==> config.mk <==
export PLATFORM = sky130hd
export DESIGN_NAME = div_unit_flat
export DESIGN_NICKNAME = d
export VERILOG_FILES = /design/src/rtl/div_if.sv /design/src/rtl/div_unit.sv /design/src/flat_wrapper.sv
export SDC_FILE = /design/constraint.sdc
export NUM_CORES = 1
export LEC_CHECK = 0
export CAP_MARGIN = 10
export CORE_AREA = 4 4 181 183
export CTS_BUF_LIST = sky130_fd_sc_hd__clkbuf_4
export DETAILED_ROUTE_END_ITERATION = 16
export DIE_AREA = 0 0 185 187
export MAX_ROUTING_LAYER = met4
export PLACE_DENSITY = 0.58
export SLEW_MARGIN = 20
export SYNTH_ARGS = -nofsm -noshare
export SYNTH_HDL_FRONTEND = slang
export SYNTH_SLANG_ARGS = --single-unit
export TNS_END_PERCENT = 1
==> constraint.sdc <==
create_clock -name clk_i -period 5.8 [get_ports clk_i]
set_input_delay 0.87 -clock clk_i [delete_from_list [all_inputs] [get_ports clk_i]]
set_output_delay 0.87 -clock clk_i [all_outputs]
set_load 0.02 [all_outputs]
==> src/rtl/div_if.sv <==
// Handshake and operand bundle between the issuing pipeline (master) and div_unit (slave).
interface div_if;
    logic        start_i;
    logic        kill_i;
    logic [1:0]  op_i;
    logic [31:0] dividend_i;
    logic [31:0] divisor_i;
    logic        busy_o;
    logic        valid_o;
    logic [31:0] result_o;

    modport master (
        output start_i, kill_i, op_i, dividend_i, divisor_i,
        input  busy_o, valid_o, result_o
    );

    modport slave (
        input  start_i, kill_i, op_i, dividend_i, divisor_i,
        output busy_o, valid_o, result_o
    );
endinterface

==> src/rtl/div_unit.sv <==
// Iterative 32-bit RISC-V style divider (DIV/DIVU/REM/REMU), one restoring step per cycle.
// Define DIV_EARLY_OUT_EN to finish divide-by-zero and signed overflow on the accepting edge.
module div_unit (
    input  logic   clk_i,
    input  logic   rst_n_i,
    div_if.slave   bus
);

    typedef enum logic [1:0] {
        IDLE = 2'd0,
        CALC = 2'd1,
        DONE = 2'd2
    } state_t;

    state_t      state_q;
    logic [4:0]  cnt_q;
    logic [31:0] quo_q;
    logic [31:0] rem_q;
    logic [31:0] dvs_q;
    logic        sel_rem_q;
    logic        neg_quo_q;
    logic        neg_rem_q;
    logic [31:0] result_q;

    logic [32:0] shifted_s;
    logic [32:0] diff_s;
    logic        ge_s;
    logic [31:0] rem_nxt_s;
    logic [31:0] quo_nxt_s;
    logic [31:0] final_s;
    logic        is_signed_s;

    // Two's complement magnitude; 0x80000000 maps to itself and is then read as unsigned.
    function automatic logic [31:0] mag32(input logic [31:0] x, input logic sgn);
        logic [31:0] m;
        if (sgn && x[31]) begin
            m = 32'd0 - x;
        end else begin
            m = x;
        end
        return m;
    endfunction

    assign is_signed_s = ~bus.op_i[0];

    // One restoring step; a set bit 32 of the shifted value means it already exceeds any divisor.
    always_comb begin
        shifted_s = {rem_q, quo_q[31]};
        diff_s    = shifted_s - {1'b0, dvs_q};
        ge_s      = shifted_s[32] | ~diff_s[32];
        rem_nxt_s = shifted_s[31:0];
        if (ge_s) begin
            rem_nxt_s = diff_s[31:0];
        end else begin
            rem_nxt_s = shifted_s[31:0];
        end
        quo_nxt_s = {quo_q[30:0], ge_s};
        final_s   = quo_nxt_s;
        if (sel_rem_q) begin
            if (neg_rem_q) begin
                final_s = 32'd0 - rem_nxt_s;
            end else begin
                final_s = rem_nxt_s;
            end
        end else begin
            if (neg_quo_q) begin
                final_s = 32'd0 - quo_nxt_s;
            end else begin
                final_s = quo_nxt_s;
            end
        end
    end

    // Control FSM and datapath registers; kill_i overrides everything including start_i.
    always_ff @(posedge clk_i or negedge rst_n_i) begin
        if (!rst_n_i) begin
            state_q   <= IDLE;
            cnt_q     <= 5'd0;
            quo_q     <= 32'd0;
            rem_q     <= 32'd0;
            dvs_q     <= 32'd0;
            sel_rem_q <= 1'b0;
            neg_quo_q <= 1'b0;
            neg_rem_q <= 1'b0;
            result_q  <= 32'd0;
        end else if (bus.kill_i) begin
            state_q <= IDLE;
            cnt_q   <= 5'd0;
        end else begin
            case (state_q)
                IDLE: begin
                    if (bus.start_i) begin
                        cnt_q     <= 5'd0;
                        quo_q     <= mag32(bus.dividend_i, is_signed_s);
                        rem_q     <= 32'd0;
                        dvs_q     <= mag32(bus.divisor_i, is_signed_s);
                        sel_rem_q <= bus.op_i[1];
                        neg_quo_q <= is_signed_s & (bus.dividend_i[31] ^ bus.divisor_i[31])
                                     & (bus.divisor_i != 32'd0);
                        neg_rem_q <= is_signed_s & bus.dividend_i[31];
`ifdef DIV_EARLY_OUT_EN
                        if (bus.divisor_i == 32'd0) begin
                            result_q <= bus.op_i[1] ? bus.dividend_i : 32'hFFFF_FFFF;
                            state_q  <= DONE;
                        end else if (is_signed_s && (bus.dividend_i == 32'h8000_0000)
                                     && (bus.divisor_i == 32'hFFFF_FFFF)) begin
                            result_q <= bus.op_i[1] ? 32'd0 : 32'h8000_0000;
                            state_q  <= DONE;
                        end else begin
                            state_q <= CALC;
                        end
`else
                        state_q <= CALC;
`endif
                    end
                end
                CALC: begin
                    quo_q <= quo_nxt_s;
                    rem_q <= rem_nxt_s;
                    cnt_q <= cnt_q + 5'd1;
                    if (cnt_q == 5'd31) begin
                        result_q <= final_s;
                        state_q  <= DONE;
                    end
                end
                DONE: begin
                    state_q <= IDLE;
                end
                default: begin
                    state_q <= IDLE;
                end
            endcase
        end
    end

    assign bus.busy_o   = (state_q != IDLE);
    assign bus.valid_o  = (state_q == DONE);
    assign bus.result_o = result_q;

endmodule

==> src/flat_wrapper.sv <==
// flat-port wrapper written by rule: the top's interface ports become plain ports
module div_unit_flat 
  (clk_i, rst_n_i, bus_start_i, bus_kill_i, bus_op_i, bus_dividend_i, bus_divisor_i, bus_busy_o, bus_valid_o, bus_result_o);
  div_if bus_i ();
  input  logic clk_i;
  input  logic rst_n_i;
  input wire logic [$bits(bus_i.start_i)-1:0] bus_start_i;
  input wire logic [$bits(bus_i.kill_i)-1:0] bus_kill_i;
  input wire logic [$bits(bus_i.op_i)-1:0] bus_op_i;
  input wire logic [$bits(bus_i.dividend_i)-1:0] bus_dividend_i;
  input wire logic [$bits(bus_i.divisor_i)-1:0] bus_divisor_i;
  output wire logic [$bits(bus_i.busy_o)-1:0] bus_busy_o;
  output wire logic [$bits(bus_i.valid_o)-1:0] bus_valid_o;
  output wire logic [$bits(bus_i.result_o)-1:0] bus_result_o;
  assign bus_i.start_i = bus_start_i;
  assign bus_i.kill_i = bus_kill_i;
  assign bus_i.op_i = bus_op_i;
  assign bus_i.dividend_i = bus_dividend_i;
  assign bus_i.divisor_i = bus_divisor_i;
  assign bus_busy_o = bus_i.busy_o;
  assign bus_valid_o = bus_i.valid_o;
  assign bus_result_o = bus_i.result_o;
  div_unit u_core (.clk_i(clk_i), .rst_n_i(rst_n_i), .bus(bus_i));
endmodule
After elaboration in Yosys (flattened, before gate mapping). Index checks and enable logic that the tools add are counted. Widths: inputs -> output; s select.

Bits in registers: 138. Logic and storage cells: 58.

Add/sub/neg operators: 6. Eq/ne operators: 6. Muxes and demuxes: 17. Bitwise gates (word level): 8. Reduce and logical (&&, ||, !) cells: 12.

Operators by type and width (number): $mux 32 (8); $pmux 32 s2 (2); $sub 1x32->32 const A (4); $sub 33x32->33 (1); $reduce_bool 32->1 (1); $mux 5 (2); $pmux 5 s2 (1); $reduce_and 3->1 (3); $mux 2 (3); $add 5x1->5 const B (1); $eq 5x5->1 const B (1); $pmux 2 s2 (1); $reduce_and 2->1 (2); $reduce_bool 2->1 (2); $and 1x1->1 (3); $ne 3x2->1 const B (1); $ne 3x3->1 const B (1); $not 1->1 (3); $reduce_bool 3->1 (1); $eq 2x1->1 const B (1); $eq 2x2->1 const B (1); $logic_and 1x1->1 (2); $logic_not 2->1 (1); $ne 2x2->1 const B (1); 2 further kinds (2).

Logic depth before layout (Yosys ltp).
Word-level depth: 7. Depth in mapped cells: 23. Depth with buffers taken out: 20.

Worst setup path before layout. OpenSTA, ideal clock, no wires.

Kind: reg-to-reg. Start point: reg u_core.quo_q[31]. End point: reg u_core.result_q[28], in the netlist u_core.bus.result_o[28]. Arrival: 4.695 ns. Required time: 5.723 ns. Slack: 1.028 ns. Stages on the path, launching flop included: 23. Period minus slack after synthesis: 4.772 ns. Cell sequence: dfrtp_1 > inv_1 > ha_1 > fa_1 > nand2b_1 > a21oi_1 > o21ai_1 > a211oi_4 > or2_4 > buf_2 > buf_2 > buf_2 > nand2_1 > o21ai_0 > ha_1 > nor3b_1 > nand2_1 > or3_1 > o32a_4 > nor4_4 > mux2i_1 > o2111ai_1 > a21oi_1.

Word-level cells in the longest chain between the ends: 7. Elaborated cells on any way between the ends: 9. Those cells by class: add/sub (3); mux (4); bitwise (2).

RTL lines: from (decl) (RTL line div_unit.sv:17) `logic [31:0] quo_q;`; from (signal assigned) (RTL line div_unit.sv:94) `quo_q <= mag32(bus.dividend_i, is_signed_s);`; from (signal assigned) (RTL line div_unit.sv:118) `quo_q <= quo_nxt_s;`; $sub 33x32->33 (RTL line div_unit.sv:49) `diff_s = shifted_s - {1'b0, dvs_q};`; $not 1->1 (RTL line div_unit.sv:50) `ge_s = shifted_s[32] | ~diff_s[32];`; $or 1x1->1 (RTL line div_unit.sv:50); $mux 32 (RTL line div_unit.sv:52) `if (ge_s) begin`; $sub 1x32->32 (RTL line div_unit.sv:61) `final_s = 32'd0 - rem_nxt_s;`; $mux 32 (RTL line div_unit.sv:60) `if (neg_rem_q) begin`; $mux 32 * (RTL line div_unit.sv:59) `if (sel_rem_q) begin`; to (signal assigned) (RTL line div_unit.sv:122) `result_q <= final_s;`; to (decl) (RTL line div_unit.sv:23) `logic [31:0] result_q;`.

Mark *: on every way between the ends. The rest lies on a longest branch, timed or not. A chain may end at the register's enable or synchronous reset.

Final worst setup path.
Start point: reg u_core.quo_q[31]. End point: reg u_core.result_q[31], in the netlist u_core.bus.result_o[31].

Same word-level chain as after synthesis.

==> flow_summary.yaml <==
global_routing:
  grt_first_pass_wirelength_um: 55400
  grt_max_degree: 96
  grt_pass1_vias: 10448
  track_usage_pct: 20.1
  grt.overflow.total: 0
  antenna_found_initial: 2
sta:
  slew_headroom_pct: 31.2
  worstMarginPinSlew_ns: 1.03
  drv_slew: 0
  fin_skew_ns: 0.0279
  period_share_pct: 88.7
  layout_min_cycle_time_ns: 5.14
  fmax_mhz: 194
  finalHoldViolCount: 0
  finalSetupTns_ns: 0
  rsz0062_at_grt: "no"
  setup_viol: 0
yosys:
  synth_top_area_share_pct: 30.3
  synth.net_count: 1601
  synthCells: 1492
  synthTopCellsByCount: "201 x nand2_1, 175 x o21ai_0, 138 x dfrtp_1, 134 x nor2_1, 124 x a21oi_1"
  synthMuxAreaShare_pct: 2.19
  ys_top_cells_by_area: "dfrtp_1 30%, o21ai_0 7.7%, nand2_1 6.6%"
  yosys.cell_count.top_type: "nand2_1"
  synth-compound-area-share_pct: 26.4
  synth-edff-count: 0
  synth_simple_gate_area_share_pct: 21.9
  yosysSeqAreaShare_pct: 30.3
  synth_top_cell_by_area: "dfrtp_1"
  synth-xor-area-share_pct: 10.1
  syn-cell-area_um2: 11400
  synth.distinct_cells: 81
  yosys.area_share.adder_pct: 4.34
  synth-seq-cells: 138
  yosysWarnings: 0
  async_reset_ff_share_pct: 100
  ys.flop_type: "dfrtp_1"
  synth_top_family_by_area: "compound AO/OA/AOI/OAI gates"
  syn_area_per_cell_um2: 7.65
floorplan:
  die_h_um: 187
  dieArea_um2: 34600
  core_area_um2: 31200
  pin_count: 104
  rows: 65
  die_w_um: 185
  start_util_pct: 36.5
layout:
  instances_no_fill: 1961
  utilization_pct: 41.7
  nets: 1653
  area_growth_pct: 14.1
  fillers: 3276
  drive_gt1_share_pct: 5.07
  fin_area_um2: 13000
placed_design:
  portBuffers: 103
  dp_cells: 1927
  place_congestion: 0.877
  place_hpwl_um: 26000
  place_area_um2: 12700
clocking:
  post_cts_resized: 0
  path_clk_slew_ns: 0.14
  holdBufCountCts: 0
  clkSinkCount: 138
  cts_buffers: 17
  clockRootBuffer: "clkbuf_4"
  clk-insertion-delay-late_ns: 0.57
  post_cts_buffers: 0
  clk_path_buf_depth: 2
  h-tree-depth: 4
  cts_tree: "built"
critical_path:
  crit_chain: "inv_1 -> ha_1 -> fa_1 -> nand2b_1 -> a21oi_1 -> o21ai_1 -> a211oi_4 -> or2_4 -> buf_4 -> inv_4 -> or2_4 -> o31ai_1 -> nand4_1 -> nor3_1 -> mux2i_1 -> a31oi_1"
  cp_data_required_time_ns: 6.27
  crit_path_top_delay_cell: "a211oi_4"
  end_kind: "register"
  ff2ff_path_depth: 16
  regToRegSetupSlack_ns: 0.66
  cp_top_family: "compound AO/OA/AOI/OAI gates"
  critPathMaxFanout: 53
  worstReg2RegStart: "u_core.quo_q[31]"
  startpoint_type: "register"
  critPathMostFrequentCell: "or2_4"
  max_stage_delay_ns: 0.53
  critical_path_class: "register to register"
  critPathArrivalTime_ns: 5.61
  crit_buf_inv: 3
  r2r-end: "u_core.bus.result_o[31]"
detailed_routing:
  drt_wl_total_um: 34200
  viasPerCell: 5.59
  dr.pass1.iters: 5
  ant_nets: 0
  vias: 10965
  initialDrtViolationCount: 697
  wl_per_cell_um: 17.5
  drc_errors: 0
run_status:
  status: "complete, no violations"
pwr:
  design_power_total_uw: 6480
  leakagePower_uw: 0.00524
  power_density_nw_per_um2: 498
  vdd_drop_max_mv: 0.324
worst_hold_path:
  hold_path.class: "input port to asynchronous set/reset pin"
flow_run:
  drv_cap: 0
## final cells by class
cell class | count | area (um2) | area share [%]
diodes | 2 | 5.00 | 0.0385
clock buffers | 17 | 128 | 0.980
clock inverters | 15 | 165 | 1.27
inverters | 59 | 224 | 1.72
multi-input cells | 1215 | 7430 | 57.1
flip-flops and latches | 138 | 3450 | 26.5
well taps | 402 | 503 | 3.86
repair buffers | 113 | 1110 | 8.51
## flip-flops by register name, indices dropped and copies added, names as in the netlist
register	count
u_core.cnt_q	5
u_core.dvs_q	32
u_core.sel_rem_q	1
u_core.neg_rem_q	1
u_core.state_q	2
u_core.rem_q	32
u_core.quo_q	32
u_core.neg_quo_q	1
u_core.bus.result_o	32
## through the flow
stage | hold slack [ns] | setup slack (ns)
floorplan | 0.450 | 1.03
global placement | 0.468 | 0.920
detailed placement | 0.470 | 0.772
CTS | 0.360 | 0.747
global route | 0.365 | 0.239
finish | 0.341 | 0.658
## power by group
| part | internal [uW] | switching [uW] | total (uW) |
|---|---|---|---|
| clock network | 264 | 424 | 688 |
| logic | 1610 | 2740 | 4350 |
| registers | 1160 | 280 | 1440 |
## worst register-to-register path: stages (launching register included)
cell	delay [ns]
dfrtp_1	0.43
inv_1	0.07
ha_1	0.21
fa_1	0.40
nand2b_1	0.19
a21oi_1	0.22
o21ai_1	0.20
a211oi_4	0.53
or2_4	0.25
buf_4	0.53
inv_4	0.35
or2_4	0.37
o31ai_1	0.41
nand4_1	0.27
nor3_1	0.26
mux2i_1	0.23
a31oi_1	0.10
## placed cells by master, fill, tap and decap left out, types with 33 or more instances in the layout
cell type        instances
xor2_1                  64
a21oi_1                124
inv_1                   57
dfrtp_1                137
nor3_1                  36
nand2_1                201
o31ai_1                 33
ha_1                    38
o21ai_0                175
clkdlybuf4s50_1        102
nor2_1                 132
xnor2_1                 67
## cells by family after synthesis
logic type,count (synthesis)
buffers and inverters,139
flip-flops,138
AND/OR/NAND/NOR,531
adder cells (fa/ha/maj),39
XOR/XNOR,131
multiplexers,24
AO/OA/AOI/OAI,490
## layer usage
metal  global-route usage (%)  share of wire, %  vias up
met5                        -                 0        -
met4                     4.32               1.6        0
met3                     2.74               3.4       37
met2                     33.0                49      217
met1                     26.7                46     5258
li1                         -                 -     5453
## worst max path at each step
stage | slack, ns | start | end | depth (start not counted)
4_1_cts | 0.75 | u_core.quo_q[31] | u_core.bus.result_o[31] | 16
2_1_floorplan | 1.03 | u_core.quo_q[31] | u_core.bus.result_o[28] | 22
3_3_place_gp | 0.92 | u_core.quo_q[31] | u_core.bus.result_o[28] | 16
3_5_place_dp | 0.77 | u_core.quo_q[31] | u_core.bus.result_o[31] | 16
6_report | 0.66 | u_core.quo_q[31] | u_core.bus.result_o[31] | 16
5_1_grt | 0.24 | u_core.quo_q[31] | u_core.bus.result_o[28] | 19
Power figures use the tool's default switching activity.
